<file path="config.mk">
export PLATFORM = sky130hd
export DESIGN_NAME = eq_cmp_stream
export DESIGN_NICKNAME = d
export VERILOG_FILES = /design/src/rtl/eq_cmp_stream.sv
export SDC_FILE = /design/constraint.sdc
export NUM_CORES = 1
export LEC_CHECK = 0
export BUFFER_PORTS_ARGS = -buffer_cell sky130_fd_sc_hd__buf_2
export CAP_MARGIN = 10
export CORE_MARGIN = 2
export CORE_UTILIZATION = 36
export CTS_BUF_LIST = sky130_fd_sc_hd__clkbuf_2
export CTS_CLUSTER_SIZE = 10
export DETAILED_ROUTE_END_ITERATION = 6
export SYNTH_ARGS = -nofsm -noshare
export SYNTH_HDL_FRONTEND = slang
export SYNTH_SLANG_ARGS = --single-unit
</file>
<file path="constraint.sdc">
create_clock -name clk -period 2.4 [get_ports clk]
set_clock_uncertainty 0.2 [all_clocks]
set_input_delay 0.6 -clock clk [delete_from_list [all_inputs] [get_ports clk]]
set_output_delay 0.6 -clock clk [all_outputs]
set_load 0.02 [all_outputs]
</file>
<file path="src/rtl/eq_cmp_stream.sv">
// Masked W-bit equality/magnitude comparator stream with saturating match statistics and a run detector.
// Latency: 1 cycle from accept to registered eq/gt/lt/run_hit (out_valid). Throughput: 1 sample/cycle.
// Backpressure: in_ready = ~out_valid | out_ready; the result is held while out_valid & ~out_ready.
// Build option: define EQ_CMP_SIGNED_EN for two's-complement gt/lt; unsigned when undefined.
module eq_cmp_stream #(
    parameter int W       = 8,
    parameter int CNT_W   = 16,
    parameter int RUN_LEN = 4
) (
    input  logic             clk,
    input  logic             reset_n,
    input  logic             clr,
    input  logic             in_valid,
    output logic             in_ready,
    input  logic [W-1:0]     a,
    input  logic [W-1:0]     b,
    input  logic [W-1:0]     mask,
    output logic             out_valid,
    input  logic             out_ready,
    output logic             eq,
    output logic             gt,
    output logic             lt,
    output logic             run_hit,
    output logic [CNT_W-1:0] match_cnt,
    output logic [CNT_W-1:0] mismatch_cnt,
    output logic             sticky_err
);

    // Run counter value that, on one more equal sample, completes a run.
    localparam logic [CNT_W-1:0] RUN_LAST = CNT_W'(RUN_LEN - 1);
    localparam logic [CNT_W-1:0] CNT_MAX  = {CNT_W{1'b1}};

    logic [W-1:0]     ma;
    logic [W-1:0]     mb;
    logic             c_eq;
    logic             c_gt;
    logic             c_lt;
    logic             accept;
    logic             run_done;
    logic [CNT_W-1:0] run_cnt;

    assign in_ready = ~out_valid | out_ready;
    assign accept   = in_valid & in_ready;

    // Masked compare of the current operands; only used when they are accepted.
    always_comb begin
        ma   = a & mask;
        mb   = b & mask;
        c_eq = (ma == mb);
`ifdef EQ_CMP_SIGNED_EN
        c_gt = ($signed(ma) > $signed(mb));
        c_lt = ($signed(ma) < $signed(mb));
`else
        c_gt = (ma > mb);
        c_lt = (ma < mb);
`endif
        // An equal sample that lands on the last run slot completes a run.
        run_done = c_eq & (run_cnt == RUN_LAST);
    end

    // Result register: load on accept, drop when consumed with nothing new behind it.
    always_ff @(posedge clk or negedge reset_n) begin
        if (!reset_n) begin
            out_valid <= 1'b0;
            eq        <= 1'b0;
            gt        <= 1'b0;
            lt        <= 1'b0;
            run_hit   <= 1'b0;
        end else if (accept) begin
            out_valid <= 1'b1;
            eq        <= c_eq;
            gt        <= c_gt;
            lt        <= c_lt;
            // A clear in the same cycle discards run progress, so no hit is reported.
            run_hit   <= run_done & ~clr;
        end else if (out_ready) begin
            out_valid <= 1'b0;
            eq        <= 1'b0;
            gt        <= 1'b0;
            lt        <= 1'b0;
            run_hit   <= 1'b0;
        end
    end

    // Statistics and run tracking; clr wins over any same-cycle accept.
    always_ff @(posedge clk or negedge reset_n) begin
        if (!reset_n) begin
            match_cnt    <= '0;
            mismatch_cnt <= '0;
            run_cnt      <= '0;
            sticky_err   <= 1'b0;
        end else if (clr) begin
            match_cnt    <= '0;
            mismatch_cnt <= '0;
            run_cnt      <= '0;
            sticky_err   <= 1'b0;
        end else if (accept) begin
            if (c_eq) begin
                if (match_cnt != CNT_MAX) begin
                    match_cnt <= match_cnt + 1'b1;
                end
                // Non-overlapping runs: restart counting after each hit.
                run_cnt <= run_done ? '0 : run_cnt + 1'b1;
            end else begin
                if (mismatch_cnt != CNT_MAX) begin
                    mismatch_cnt <= mismatch_cnt + 1'b1;
                end
                run_cnt    <= '0;
                sticky_err <= 1'b1;
            end
        end
    end

endmodule

</file>
Word-level counts from Yosys, hierarchy flattened:

Index checks and enable logic that the tools add are counted.

* register bits after elaboration: 54
* output and inout port bits: 39

* equal/unequal tests: 5
* magnitude comparators: 2
* mux-type cells: 21
* add/subtract/negate cells: 3
* reduce and logical (&&, ||, !) cells: 8
* bitwise gates (word level): 8

Operators by type and width (number)
* $mux W16: 12
* $add A16 B1 Y16 const B: 3
* $ne A16 B16 Y1 const B: 2
* $and A8 B8 Y8: 2
* $eq A16 B2 Y1 const B: 1
* $reduce_bool A2 Y1: 5
* $mux W1: 9
* $eq A8 B8 Y1: 1
* $gt A8 B8 Y1: 1
* $lt A8 B8 Y1: 1
* $reduce_and A3 Y1: 2
* $and A1 B1 Y1: 3
* $ne A2 B2 Y1 const B: 1
* $not A1 Y1: 2
* $reduce_and A2 Y1: 1
* $or A1 B1 Y1: 1

Logic depth before layout (Yosys ltp):

Gate-level depths: netlist of the first run.

* depth in word-level cells: 7
* gate-level depth with buffers: 9
* gate-level depth less buffers: 7

Least setup slack after synthesis of the first run:

Ideal clock, no wire load.

* path kind: input port to flip-flop
* start point: input mask[6]
* end point: register run_cnt[14]
* path buffers: 2
* data arrival time: 2675 ps
* data required time: 2132 ps
* slack: -543 ps
* setup time: 68 ps
* cell stages on the path: 9
* path through: and2_1 > ha_1 > nand4_1 > or4b_1 > clkbuf_1 > or3_1 > clkbuf_2 > or3_1 > nand3_1

* longest elaborated chain between the ends: 7
* elaborated cells on any way between the ends: 8
* classes of those cells: 1 x eq/ne; 4 x mux; 3 x bitwise

Ends and longest elaborated chain
* from (decl): line 17 `input logic [W-1:0] mask,`
* $and A8 B8 Y8, on equally long branches: line 47, 48
* $eq A8 B8 Y1 (*): line 49 `c_eq = (ma == mb);`
* $and A1 B1 Y1: line 58 `run_done = c_eq & (run_cnt == RUN_LAST);`
* $mux W16: line 103 `run_cnt <= run_done ? '0 : run_cnt + 1'b1;`
* $mux W16 (*): line 98 `if (c_eq) begin`
* $mux W16 (*): line 97 `end else if (accept) begin`
* $mux W16 (*): line 92 `end else if (clr) begin`
* to (signal assigned): line 103
* to (decl): line 40 `logic [CNT_W-1:0] run_cnt;`

Every way passes the cells marked *; elsewhere a longest branch is shown, timed or not. The select of a mux whose other input is x is not followed.
A chain may end at the register's enable or synchronous reset.

Worst setup path in the final report of the first run:

* start point: input mask[4]
* end point: register run_cnt[12]

Same word-level chain as after synthesis.

==> metrics.cfg, run 1 <==
[clocking]
insertion_delay_ns=0.45
path_clk_slew_ns=0.29
clockRootBuffer=clkbuf_2
htree_levels=2
cts_buffer_depth=2
cts_tree=yes
cts.sinks=54
cts_buffers=5

[synth]
synth_most_common_cell=dfrtp_1
synth_top_area_share_pct=43.1
yosysSeqAreaShare_pct=43.1
synthTopCellsByArea=dfrtp_1 (43%), ha_1 (4.4%), xnor2_1 (4.2%)
synth-seq-cells=54
synth_area_sq_um=3130
syn_area_per_cell_sq_um=8.90
async_reset_ff_share_pct=100
yosys.area.top_type=dfrtp_1
synthDistinctLibCells=44
synth_common_cells=dfrtp_1 (54), nand2_1 (33), nor2_1 (27)
synth_fp_nets=392
synth_edf_count=0
syn-instance-count=352
yosysWarnings=0
ys.flop_type=dfrtp_1

[pwr]
intPower_mw=1.32
ir_drop_v=0.000199
switching_share_pct=25.6
pwr_density_cell_nw_per_um2=417
p_seq_share_pct=53.3
p_leak_nw=1.88
pwr-share-comb_pct=13.8
power.switching_mw=0.453
p_total_mw=1.77
p_clk_share_pct=32.9

[detailed_routing]
firstDrtPassIters=4
dr_total_vias=3101
wl_per_cell_um=14.6
final_antenna_net_count=0
drtIter0Drc=171
wl_um=8180
routed_via_density=5.53
drcViolationCount=0

[layout]
fill_cells=814
n_antenna_cell=0
fin_util_pct=49.4
final_layout_size_suffix_gt1_share_pct=34.7
nNetsFinal=492
seq_area_sq_um=1350
multi_input_area_sq_um=1950
area_delta_synth_final_pct=35.6
postLayoutCellArea_sq_um=4250

[timing]
hold-worst-slack_ns=0.242
timing.slew.headroom_pct=62.7
setup-tns-final_ns=-0.156
layout_min_cycle_time_ns=2.46
tightest_slew_ns=0.559
setup-violations-final=6
max_freq_mhz=406
min_period_over_period_pct=103
hold_viol_final=0
drv_slew=0
setup_ws_ns=-0.0636
rsz0062_at_grt=yes

[die]
fp-row-count=34
coreArea_sq_um=8590
die_h_um=97.3
io-pin-count=68
die_x_um=97.3
initial_core_util_pct=36.4
die_area_sq_um=9460

[critical_path]
crit_slowest_cell=or4b_4
path_cells=buf_2 -> and2_4 -> ha_4 -> nand4_1 -> or4b_4 -> or3_4 -> or3_4 -> o21ai_2
worst_path_largest_cell_delay_ns=0.60
cp_common_cell=or3_4
cp-end-kind=register
rr_worst_depth=6
critPathArrivalTime_ns=2.67
path_class=in -> reg
cp.required_ns=2.61
path_delay_family=simple AND/OR/NAND/NOR gates
critPathBufInv=1
worstPathMaxFanout=4
path_depth=8
start_kind=input port

[place]
routabilityCongestion=0.876
place_area_sq_um=3960
dp.final_hpwl_um=5830
portBuffers=67

[global_routing]
grt_pass1_wl_um=13600
grt_max_degree=55
antenna_found_initial=0
overflow=0
grt_pass1_vias=2986
grt_usage_pct=17.1

[min_path]
hold_path_class=in -> reg
whs_path_depth=3

[run_status]
violations=negative setup slack
status=finished, violations left

[run]
maxCapViolCount=0

[cell type report]
type                    count  area share, %
well taps                 108           3.18
inverters                   8          0.707
repair buffers            108           16.3
clock buffers               5          0.589
multi-input cells         275           45.9
clock inverters             3           1.50
flip-flops and latches     54           31.8
[final timing paths]
kind | startpoint | slack (ns) | end
max | mask[4] | -0.06 | run_cnt[12]$_DFFE_PN0P_
min | clr | 0.24 | mismatch_cnt[11]$_DFFE_PN0P_
max reg2reg | run_cnt[0]$_DFFE_PN0P_ | 0.13 | run_cnt[12]$_DFFE_PN0P_
min reg2reg | lt$_DFFE_PN0P_ | 0.32 | lt$_DFFE_PN0P_
max in group asynchronous | reset_n | 1.34 | mismatch_cnt[8]$_DFFE_PN0P_
min in group asynchronous | reset_n | 0.42 | run_cnt[9]$_DFFE_PN0P_
[sequential cells by signal (all words and copies together) (netlist names)]
signal	count
eq	1
out_valid	1
run_hit	1
lt	1
match_cnt	16
mismatch_cnt	16
gt	1
run_cnt	16
sticky_err	1
[worst reg2reg max path: stages (launching register included)]
cell	delay [ns]
dfrtp_1	0.51
ha_1	0.29
nor4b_1	0.16
and4_1	0.26
or3_4	0.37
or3_4	0.37
o21ai_2	0.05
[metal layers]
metal  routed length [um]  track usage (%)  part of all wire (%)
met4                   89             4.59                   1.1
met3                  264             2.66                   3.2
met2                 3870             27.8                    47
met1                 3950             23.8                    48
met5                    0                0                     0
[kinds of logic after synthesis]
group / Yosys count / share of synthesized area, %
compound gates: 73 / 14.2
xor+xnor: 15 / 4.20
fa+ha+maj: 11 / 4.39
buf+inv: 23 / 3.00
flops: 54 / 43.1
mux: 2 / 0.679
simple gates: 174 / 30.4
[layout by cell type, fill, tap and decap left out, types with 3 or more instances in the layout]
cell and n:
or3_4 3, buf_4 36, o21ai_0 16, and2_1 4, nand3_1 19, and3_1 7
dfrtp_1 54, inv_1 8, ha_4 5, nor2_1 25, nand3b_1 3, nand2_1 33
a21o_1 6, a31oi_1 6, and2_4 6, nor3_2 4, buf_2 66, clkbuf_2 5
o31ai_1 8, o21ai_1 3, and4_1 6, nor3_1 8, nor4_2 8, or3_1 5
a21oi_1 21, buf_12 3, or4_1 6, nor4_1 3, xnor2_1 15, ha_1 6
nand4_1 14
[through the flow]
step	instances	setup WS, ns
CTS	552	0.000472
detailed placement	542	-0.623
global placement	542	-0.578
finish	561	-0.0636
floorplan	352	-0.479
global route	561	-0.0626
[power by group through the flow]
stage               clock network, mW  registers [mW]  logic, mW
floorplan                           0           0.972     0.0952
global placement                    0           0.955      0.226
detailed placement                  0           0.957      0.231
CTS                             0.602           0.943      0.240
global route                    0.632           0.945      0.273
finish                          0.583           0.942      0.244
[repair_timing]
action                     in CTS  in global routing
gates cloned                    0                  1
setup endpoints to repair      12                 13
buffers inserted                1                  8
hold endpoints to repair       54                  0
pin swaps                       5                 10
hold buffers                    1                  0
gates resized for setup         7                 20
No activity file was read; power rests on OpenSTA's default activity.
==> inputs of run 2 (changes only) <==
CTS_BUF_LIST = sky130_fd_sc_hd__clkbuf_8   (was sky130_fd_sc_hd__clkbuf_2)
==> metrics.cfg, run 2 (synthesis results as in run 1) <==
[detailed_routing]
wl_um=8450  ; was 8180 um
final_antenna_net_count=0  ; unchanged
drcViolationCount=0  ; unchanged
wl_per_cell_um=15.2  ; was 14.6 um
dr_total_vias=3109  ; was 3101
firstDrtPassIters=4  ; unchanged
drtIter0Drc=211  ; was 171
routed_via_density=5.61  ; was 5.53

[critical_path]
r2r_end=run_cnt[10]$_DFFE_PN0P_  ; was run_cnt[12]$_DFFE_PN0P_
rr_worst_depth=7  ; was 6
critPathArrivalTime_ns=2.67  ; about the same
reg2reg_from=run_cnt[0]$_DFFE_PN0P_  ; unchanged
path_class=in -> reg  ; unchanged
worstPathMaxFanout=4  ; unchanged
cp.required_ns=2.44  ; was 2.61 ns
regToRegSetupSlack_ns=0.11  ; was 0.13 ns
start_kind=input port  ; unchanged
cp-end-kind=register  ; unchanged

[global_routing]
overflow=0  ; unchanged
grt_usage_pct=17.2  ; was 17.1%
grt_pass1_vias=2986  ; unchanged
grt_pass1_wl_um=13800  ; was 13600 um
antenna_found_initial=0  ; unchanged
grt_max_degree=55  ; unchanged

[pwr]
p_leak_nw=1.92  ; was 1.88 nW
intPower_mw=1.49  ; was 1.32 mW
p_seq_share_pct=47.9  ; was 53.3%
power.switching_mw=0.474  ; was 0.453 mW
p_clk_share_pct=39.1  ; was 32.9%
switching_share_pct=24.2  ; was 25.6%
pwr_density_cell_nw_per_um2=440  ; was 417 nW/um^2
pwr-share-comb_pct=13.0  ; was 13.8%
ir_drop_v=0.000228  ; was 0.000199 V

[layout]
area_delta_synth_final_pct=42.2  ; was 35.6%
layout_common_cells=buf_2 (62), dfrtp_1 (54), nand2_1 (33)  ; was buf_2 (66), dfrtp_1 (54), buf_4 (36)
nNetsFinal=485  ; was 492
reg.largest.list=match_cnt x16, mismatch_cnt x16, run_cnt x16  ; unchanged
layout_commonest_cell=buf_2  ; unchanged
n_antenna_cell=0  ; unchanged
final_layout_size_suffix_gt1_share_pct=37.4  ; was 34.7%
fin_util_pct=51.8  ; was 49.4%
instances_no_fill=554  ; was 561
fill_cells=799  ; was 814

[run_status]
violations=negative setup slack  ; unchanged
status=finished, violations left  ; unchanged

[place]
routabilityCongestion=0.876  ; unchanged
dp_cells=542  ; unchanged
dp.final_hpwl_um=5830  ; unchanged
portBuffers=67  ; unchanged

[timing]
tightest_slew_ns=0.546  ; was 0.559 ns
max_freq_mhz=380  ; was 406 MHz
setup_ws_ns=-0.234  ; was -0.0636 ns
layout_min_cycle_time_ns=2.63  ; was 2.46 ns
timing.slew.headroom_pct=63.4  ; was 62.7%
hold_viol_final=0  ; unchanged
rsz0062_at_grt=yes  ; unchanged
drv_slew=0  ; unchanged
min_period_over_period_pct=110  ; was 103%
setup-violations-final=26  ; was 6
hold-worst-slack_ns=0.0754  ; was 0.242 ns

[run]
maxCapViolCount=0  ; unchanged

[clocking]
cts_tree=yes  ; unchanged
cts_buffers=5  ; unchanged
clockRootBuffer=clkbuf_8  ; was clkbuf_2
cts_buffer_depth=2  ; unchanged
cts.sinks=54  ; unchanged
htree_levels=2  ; unchanged
path_clk_slew_ns=0.11  ; was 0.29 ns
insertion_delay_ns=0.31  ; was 0.45 ns

[die]
coreArea_sq_um=8590  ; unchanged
fp-row-count=34  ; unchanged
die_x_um=97.3  ; unchanged
die_area_sq_um=9460  ; unchanged
io-pin-count=68  ; unchanged
die_h_um=97.3  ; unchanged
initial_core_util_pct=36.4  ; unchanged

[min_path]
hold_path_class=in -> async  ; was in -> reg

[run 2: changes by cell type in the layout (fill, tap and decap cells not counted), sizes merged]
cell / before / now
buf: 107 / 101
clkbuf: 5 / 6
clkinv: 1 / 0
dlygate4sd3: 1 / 0
[run 2: cell type report]
class	instances	area, sq um	area share, %
clock buffer	6	82.6	1.85
inverter	8	30.0	0.674
multi-input combinational	275	2120	47.6
tap	108	135	3.03
timing repair buffer	101	674	15.1
sequential	54	1350	30.3
clock inverter	2	60.1	1.35
[run 2: stage by stage]
step | worst slack [ns] | power (mW) | setup TNS, ns | area, sq um
final | -0.234 | 1.96 | -2.82 | 4450
after detailed placement | -0.623 | 1.19 | -20.94 | 3960
after global placement | -0.578 | 1.18 | -18.85 | 3960
after global routing | -0.255 | 2.04 | -4.19 | 4450
after CTS | -0.173 | 1.97 | -1.91 | 4260
after floorplan | -0.479 | 1.07 | -8.50 | 3310
[run 2: worst max path at each step]
stage,startpoint,to,slack (ns),cells after the start
CTS,a[7],run_cnt[12]$_DFFE_PN0P_,-0.17,8
floorplan,a[7],run_cnt[12]$_DFFE_PN0P_,-0.48,9
global placement,mask[4],run_cnt[12]$_DFFE_PN0P_,-0.58,8
detailed placement,mask[4],run_cnt[12]$_DFFE_PN0P_,-0.62,8
finish,a[4],run_cnt[12]$_DFFE_PN0P_,-0.23,8
global route,a[5],run_cnt[7]$_DFFE_PN0P_,-0.25,10
[run 2: routing by layer]
layer / global-route usage [%] / wire [um] / vias up
li1: - / - / 1497
met1: 24.2 / 4040 / 1556
met2: 28.0 / 4060 / 50
met3: 2.59 / 273 / 6
met4: 4.27 / 75 / 0
met5: 0 / 0 / -
[run 2: power groups by stage]
stage	Clock, mW	Sequential [mW]	Combinational (mW)
6_report	0.767	0.939	0.255
5_1_grt	0.813	0.941	0.283
4_1_cts	0.787	0.939	0.248
3_5_place_dp	0	0.957	0.231
3_3_place_gp	0	0.955	0.226
2_1_floorplan	0	0.972	0.0952
[run 2: critical path, cell delays in order]
cell and delay (ns):
buf_2 0.10, and2_4 0.15, ha_4 0.24, nand4_1 0.12, or4b_4 0.59, or3_4 0.43, or3_4 0.38, o21ai_2 0.05
[run 2: repair_timing]
action,4_1_cts,5_1_grt
gates resized for setup,23,38
pin swaps,7,17
hold buffers,0,0
buffers inserted,2,3
endpoints found under the setup margin,41,41
